===== config.mk =====
export PLATFORM = sky130hd
export DESIGN_NAME = jtframe_frac_cen_mch
export DESIGN_NICKNAME = d
export VERILOG_FILES = /design/src/rtl/jtframe_frac_cen_mch.sv
export SDC_FILE = /design/constraint.sdc
export NUM_CORES = 1
export LEC_CHECK = 0
export BUFFER_PORTS_ARGS = -buffer_cell sky130_fd_sc_hd__clkbuf_2
export CAP_MARGIN = 30
export CELL_PAD_IN_SITES_DETAIL_PLACEMENT = 1
export CELL_PAD_IN_SITES_GLOBAL_PLACEMENT = 2
export CORE_MARGIN = 2
export CORE_UTILIZATION = 33
export CTS_CLUSTER_SIZE = 40
export DETAILED_ROUTE_END_ITERATION = 8
export PLACE_DENSITY_LB_ADDON = 0.1
export SYNTH_ARGS = -nofsm -noshare
export SYNTH_HDL_FRONTEND = slang
export SYNTH_SLANG_ARGS = --single-unit

===== constraint.sdc =====
create_clock -name clk -period 3.44 [get_ports clk]
set_input_delay 0.688 -clock clk [delete_from_list [all_inputs] [get_ports clk]]
set_output_delay 0.688 -clock clk [all_outputs]
set_load 0.1 [all_outputs]

===== src/rtl/jtframe_frac_cen_mch.sv =====
// Multi-channel fractional clock-enable generator: per-channel n/m accumulator feeding a binary cen/cenb divider.
// Latency: 1 clk from the edge where the accumulator crosses m to tick/cen/cenb on the outputs.
// No backpressure: outputs are free-running 1-cycle pulses; halt freezes a channel in place, sync re-phases all.
module jtframe_frac_cen_mch #(
    parameter int CH  = 2,
    parameter int W   = 4,
    parameter int WC  = 10,
    parameter bit RLD = 1'b1
) (
    input  logic              clk,
    input  logic              rst,
    input  logic [CH*WC-1:0]  n_in,
    input  logic [CH*WC-1:0]  m_in,
    input  logic [CH-1:0]     ld,
    input  logic [CH-1:0]     halt,
    input  logic              sync,
    output logic [CH*W-1:0]   cen,
    output logic [CH*W-1:0]   cenb,
    output logic [CH-1:0]     tick
);

    // Mask selecting cnt[k:0]
    function automatic logic [W-1:0] low_mask(input int k);
        logic [W-1:0] msk;
        msk = '0;
        for (int j = 0; j < W; j++) begin
            if (j <= k) msk[j] = 1'b1;
        end
        return msk;
    endfunction

    // Value 2**k within the divider width: the half-period point of cen[k]
    function automatic logic [W-1:0] half_val(input int k);
        logic [W-1:0] v;
        v    = '0;
        v[k] = 1'b1;
        return v;
    endfunction

    genvar c;
    generate
        for (c = 0; c < CH; c++) begin : g_ch
            logic [WC-1:0] n_q, m_q, n_d, m_d;
            logic [WC-1:0] n_new, m_new;
            logic [WC:0]   acc_q, acc_d, sum;
            logic [W-1:0]  cnt_q, cnt_d;
            logic          tick_q, tick_d;
            logic [W-1:0]  cen_q, cen_d, cenb_q, cenb_d;

            assign n_new = n_in[c*WC +: WC];
            assign m_new = m_in[c*WC +: WC];
            assign sum   = acc_q + {1'b0, n_q};

            // Next-state: priority sync > ld > halt > normal accumulation
            always_comb begin
                n_d    = n_q;
                m_d    = m_q;
                acc_d  = acc_q;
                cnt_d  = cnt_q;
                tick_d = 1'b0;
                cen_d  = '0;
                cenb_d = '0;
                if (sync) begin
                    // Global re-phase; a coincident load still lands
                    if (ld[c]) begin
                        n_d = n_new;
                        m_d = m_new;
                    end
                    acc_d = '0;
                    cnt_d = '0;
                end else if (ld[c]) begin
                    n_d = n_new;
                    m_d = m_new;
                    if (RLD) begin
                        acc_d = '0;
                        cnt_d = '0;
                    end else if (acc_q >= {1'b0, m_new}) begin
                        // Keep the invariant acc < m under the new ratio
                        acc_d = '0;
                    end
                end else if (halt[c]) begin
                    // Frozen: acc/cnt held, outputs forced low by the defaults
                    acc_d = acc_q;
                end else if (m_q == '0) begin
                    acc_d = '0;
                end else if (n_q >= m_q) begin
                    // Ratio at or above 1: saturate to a tick every cycle
                    tick_d = 1'b1;
                    acc_d  = '0;
                end else if (sum >= {1'b0, m_q}) begin
                    tick_d = 1'b1;
                    acc_d  = sum - {1'b0, m_q};
                end else begin
                    acc_d = sum;
                end

                // Divider chain: decode the count before it advances
                if (tick_d) begin
                    cnt_d = cnt_q + 1'b1;
                    for (int k = 0; k < W; k++) begin
                        cen_d[k]  = ((cnt_q & low_mask(k)) == '0);
                        cenb_d[k] = ((cnt_q & low_mask(k)) == half_val(k));
                    end
                end
            end

            // State and registered outputs; reset restores the 1/2 ratio
            always_ff @(posedge clk) begin
                if (rst) begin
                    n_q    <= WC'(1);
                    m_q    <= WC'(2);
                    acc_q  <= '0;
                    cnt_q  <= '0;
                    tick_q <= 1'b0;
                    cen_q  <= '0;
                    cenb_q <= '0;
                end else begin
                    n_q    <= n_d;
                    m_q    <= m_d;
                    acc_q  <= acc_d;
                    cnt_q  <= cnt_d;
                    tick_q <= tick_d;
                    cen_q  <= cen_d;
                    cenb_q <= cenb_d;
                end
            end

            assign tick[c]          = tick_q;
            assign cen[c*W +: W]    = cen_q;
            assign cenb[c*W +: W]   = cenb_q;
        end
    endgenerate

endmodule


# --- Word level (Yosys, flattened, before mapping) ---
# Cells that the tools add are included.
totals:
  word_cells: 84
  ram_bits: 0
  reg_bits: 88
  n_memories: 0
  output_inout_bits: 18
  romBits: 0
  input_bits: 47
  latch_bits: 0
op_classes:
  n_lt_le_gt_ge: 4
  shifts: 0
  reduce_logical: 16
  n_addsub: 6
  bitwise: 10
  n_eq_ne: 8
  n_mul: 0
  div: 0
  n_mux: 26
op_table:
  columns: ["cell", "count"]
  rows:
  - ["$mux W11", 6]
  - ["$logic_not A4 Y1", 8]
  - ["$mux W4", 6]
  - ["$add A11 B10 Y11", 2]
  - ["$ge A11 B10 Y1", 2]
  - ["$sub A11 B10 Y11", 2]
  - ["$ge A10 B10 Y1", 2]
  - ["$logic_not A10 Y1", 2]
  - ["$mux W1", 14]
  - ["$add A4 B1 Y4 const B", 2]
  - ["$and A4 B1 Y4", 2]
  - ["$and A4 B2 Y4", 2]
  - ["$and A4 B3 Y4", 2]
  - ["$and A4 B4 Y4", 2]
  - ["$eq A4 B1 Y1 const B", 2]
  - ["$eq A4 B2 Y1 const B", 2]
  - ["$eq A4 B3 Y1 const B", 2]
  - ["$eq A4 B4 Y1 const B", 2]
  - ["$reduce_bool A3 Y1", 2]
  - ["$reduce_or A3 Y1", 2]
  - ["$reduce_or A2 Y1", 2]
  - ["$not A1 Y1", 2]

# --- Logic depth before layout (Yosys ltp) ---
logic_depth:
  ltp_word: 11
  mapped_depth: 16
  depth_no_buf: 15

# --- Worst setup path after synthesis ---
# OpenSTA, ideal clock, no wires.
synth_path:
  path_kind: "register -> register"
  from: "register g_ch[1].n_q[0]"
  to: "register g_ch[1].cnt_q[3]"
  path_stages_with_launch: 16
  arrival_time_ps: 3272
  required_time_ps: 3370
  synth_period_minus_slack_ps: 3342
  setup_time_ps: 70
  path_buffers: 0
  path_slack_ps: 98
  path_cell_list: "dfxtp_1 > ha_1 > fa_1 > a211oi_1 > nor2_1 > o21a_1 > nor2_1 > xnor2_1 > ha_1 > nand4_1 > o31ai_1 > nor2_1 > nand2_1 > o31ai_4 > or3_1 > a21oi_1"
synth_via:
  elab_chain_len: 9
  elab_cells_between_ends: 11
  classes_between: "add/sub: 1; order compare: 2; mux: 7; reduce/logical: 1"
synth_lines:
  columns: ["element", "line", "text"]
  rows:
  - ["start, declared", "43", "logic [WC-1:0] n_q, m_q, n_d, m_d;"]
  - ["start signal, assigned", "118", "n_q <= n_d;"]
  - ["$add A11 B10 Y11", "52", "assign sum = acc_q + {1'b0, n_q};"]
  - ["$ge A11 B10 Y1", "90", "end else if (sum >= {1'b0, m_q}) begin"]
  - ["$mux W1", "90", null]
  - ["$mux W1 *", "86", "end else if (n_q >= m_q) begin"]
  - ["$mux W1 *", "84", "end else if (m_q == '0) begin"]
  - ["$mux W1 *", "81", "end else if (halt[c]) begin"]
  - ["$mux W1 *", "71", "end else if (ld[c]) begin"]
  - ["$mux W1 *", "63", "if (sync) begin"]
  - ["$reduce_bool A3 Y1 (no line) or $mux W4 (tied branches)", null, null]
  - ["end signal, assigned", "121", "cnt_q <= cnt_d;"]
  - ["end, declared", "46", "logic [W-1:0] cnt_q, cnt_d;"]
# Every way passes the cells marked *; elsewhere a longest branch is shown, timed or not.
# A chain may end at the register's enable or synchronous reset.

# --- Worst setup path in the final report ---
layout_path:
  from: "register g_ch[0].n_q[1]"
  to: "register g_ch[0].acc_q[1]"
layout_via:
  elab_chain_len: 5
  elab_cells_between_ends: 7
  classes_between: "add/sub: 2; order compare: 2; mux: 3"
layout_lines:
  columns: ["element", "line", "text"]
  rows:
  - ["start, declared", "43", null]
  - ["start signal, assigned", "118", null]
  - ["$add A11 B10 Y11", "52", null]
  - ["$sub A11 B10 Y11 or $ge A11 B10 Y1 (tied branches)", "92, 90", null]
  - ["$mux W11", "90", null]
  - ["$mux W11 *", "86", null]
  - ["$mux W11 *", "84", null]
  - ["end signal, assigned", "112", "acc_q <= '0;"]
  - ["end signal, assigned", "120", "acc_q <= acc_d;"]
  - ["end, declared", "45", "logic [WC:0] acc_q, acc_d, sum;"]
# Marked as above.

==> reports/metrics.cfg <==
[timing]
fin_ws_ns=0.0899
hold_viol_final=0
rsz0062_at_grt=true
period_share=0.974
maxSlewViolCount=0
post-route-min-period_ns=3.35
worstMarginPinSlew_ns=0.887
slew_headroom=0.404
fmax_mhz=299
finClkSkew_ns=0.00910
fin_hold_ws_ns=0.453
finalSetupViolations=0

[global_route]
gr-total-overflow=0
grt_antenna_before_repair=0
track_usage=0.191
grt_pass1_vias=5266
grt_first_pass_wirelength_mm=26.9
grt_start_max_net_pins=41

[setup_path]
cp-start-kind=register
cp.required_ns=3.67
crit_type=reg -> reg
endpoint_kind=register
critPathMaxFanout=4
path_cells=ha_4, a21o_1, a211oi_2, buf_4, o21bai_2, a2111o_1, o311ai_4, ha_4, and3_4, a22o_4, buf_4, or4_1, o311ai_0
cpPeakStageDelay_ns=0.46
critPathArrivalTime_ns=3.58
slowest_stage=a2111o_1

[pwr]
pwr-share-seq=0.356
p_int_uw=2070
switching_share=0.330
p_sw_uw=1020
peakVddDrop_v=0.000241
powerDensity_mw_per_mm2=432
finalPower_uw=3090
pwr-share-comb=0.333
p_leak_uw=0.00333
clkPwrFrac=0.310

[clock_tree]
numCtsBuffers=9
cts_root_buffer=clkbuf_16
clockBufferDepth=2
cts_tree=yes
htree_levels=3
clkLatencyLatePin_ns=0.35
clk_pin_slew_ns=0.07
holdBufCountCts=0
clock-sinks=88

[cells_and_area]
layout.nets=868
design_area_sq_mm=0.00716
syn_to_final_growth_pct=28.5
drive_gt1_frac=0.280
n_antenna_cell=0

[placed_design]
gp_congestion=0.827
numPortBuffers=64
dpl-instance-area_sq_mm=0.00649
dpl.hpwl_mm=13.2
dp_slack_ns=-0.166

[floorplan]
die-height_microns=134
rows=47
die_area_sq_mm=0.0179
die_x_microns=134
io_pins=65
coreArea_sq_mm=0.0165
start_util=0.337

[synthesis]
synth_cell_type_count=68
syn_avg_cell_area_sq_um=8.91
synthFlopType=dfxtp_1
netlist_area_sq_mm=0.00557
syn_inst=625
syn_nets=742
yosys_warnings=0
synth.top_cell.area_share=0.316
synth.area.top_cells=dfxtp_1 32%, ha_1 15%, mux2i_1 9.2%
synth_area_leader_cell=dfxtp_1
synth_edf_count=0
async_flop_share=0
ys_ff_latch=88
ys_seq_area_frac=0.316

[drt]
totalWireLength_mm=16.8
drtPass1Iterations=4
wl_per_cell_microns=17.2
vias_per_cell=5.07
num_vias=4947
drt.antenna.violating_nets=0
drc=0
drtIter0Drc=111

[flow_run]
cap_violations=0

[min_path]
hold_path_class=reg -> reg

[run_status]
outcome=finished, final reports clean

[timing repair]
| action | in CTS | in global routing |
|---|---|---|
| gates cloned | 0 | 1 |
| buffers inserted | 4 | 13 |
| gates resized for setup | 15 | 45 |
| pin swaps | 13 | 34 |
| setup endpoints to repair | 41 | 43 |
[kinds of logic (layout without fill, tap and decap cells)]
logic type	count (synthesis)	count (layout)	share of synthesized area
XOR/XNOR	26	26	0.0409
buffers and inverters	58	189	0.0420
multiplexers	51	51	0.0916
adder cells (fa/ha/maj)	70	70	0.163
flip-flops	88	88	0.316
AND/OR/NAND/NOR	196	196	0.172
AO/OA/AOI/OAI	136	136	0.174
[worst max-delay path: cells and delay by family (launching register included)]
kind	cells	cell delay, ns
AOI/OAI and AO/OA	7	1.44
adders and majority gates	2	0.47
buffers and inverters	2	0.29
DFF	1	0.37
and+or+nand+nor	2	0.63
[cells in the final DEF, fill, tap and decap left out, drive strengths merged, types with 8 or more instances in the layout]
cell    netlist  final
a21oi        26     26
mux2i        51     51
nor4          8      8
a211oi        8      8
clkbuf       10     75
nand2        45     45
nor3         13     13
o21ai        36     36
ha           66     66
dfxtp        88     88
nand3        11     11
inv          39     41
or3           8      8
o31ai         8      8
xnor2        19     19
and2          8      8
nor2         69     69
buf           9     70
a21o          8      8
[layer usage]
metal / track usage / vias up / share of wire
li1: - / 2499 / -
met1: 0.271 / 2350 / 0.51
met2: 0.303 / 83 / 0.45
met3: 0.0265 / 15 / 0.033
met4: 0.0526 / 0 / 0.012
met5: 0 / - / 0
[power groups by stage]
stage                     Clock, uW  Combinational [uW]  Sequential, uW
after global routing           1030                1130            1110
after detailed placement          0                 908            1120
after CTS                       997                 950            1100
after global placement            0                 887            1120
after floorplan                   0                 570            1130
final                           960                1030            1100
[path summary, 6_finish.rpt]
kind / cells past startpoint / endpoint / slack, ns / from
worst min register to register: 1 / g_ch[0].cen_q[3] / 0.45 / g_ch[0].cnt_q[3]
worst max-delay path: 13 / g_ch[0].acc_q[1] / 0.09 / g_ch[0].n_q[1]
worst min-delay path: 1 / g_ch[0].cen_q[3] / 0.45 / g_ch[0].cnt_q[3]
worst max register to register: 13 / g_ch[0].acc_q[1] / 0.09 / g_ch[0].n_q[1]
[stage by stage]
stage / util / cells / setup TNS (ns)
after detailed placement: 0.393 / 943 / -2.66
final: 0.433 / 976 / 0
after global placement: 0.393 / 943 / -1.12
after global routing: 0.433 / 976 / -0.336
after CTS: 0.415 / 963 / 0
after floorplan: - / 625 / 0
[cells in the mapped netlist (2+ instances only)]
cell and n:
dfxtp_1 88, nor2_1 67, ha_1 66, mux2i_1 51, nand2_1 45, inv_1 39, o21ai_0 34, a21oi_1 26
xnor2_1 19, nor3_1 12, nand3_1 11, clkbuf_1 10, a21o_1 8, and2_1 8, or3_1 8, a211oi_1 7
nor2b_1 7, nor4_1 7, xor2_1 7, and3_1 6, o211ai_1 6, o21a_1 6, buf_1 5, nand2b_1 5
o31ai_1 5, fa_1 4, nand4_1 4, o21bai_1 4, or4_1 4, a32oi_1 3, nand3b_1 3, o311ai_0 3
o31ai_4 3, a2111o_1 2, a21boi_0 2, a22o_1 2, a31o_2 2, a31oi_1 2, a41oi_1 2, buf_4 2
o311a_1 2, o41ai_1 2
[state kept, by name, indices dropped and copies added, names as in the netlist]
| signal | count |
|---|---|
| g_ch.tick_q | 2 |
| g_ch.cenb_q | 8 |
| g_ch.cen_q | 8 |
| g_ch.cnt_q | 8 |
| g_ch.acc_q | 22 |
| g_ch.m_q | 20 |
| g_ch.n_q | 20 |
[layout make-up]
class,count,area [sq um]
well taps,220,275
clock inverters,5,40.0
inverters,39,146
fillers,1954,9360
multi-input cells,479,3810
clock buffers,11,243
flip-flops and latches,88,1770
repair buffers,134,880
No activity file was read; power rests on OpenSTA's default activity.
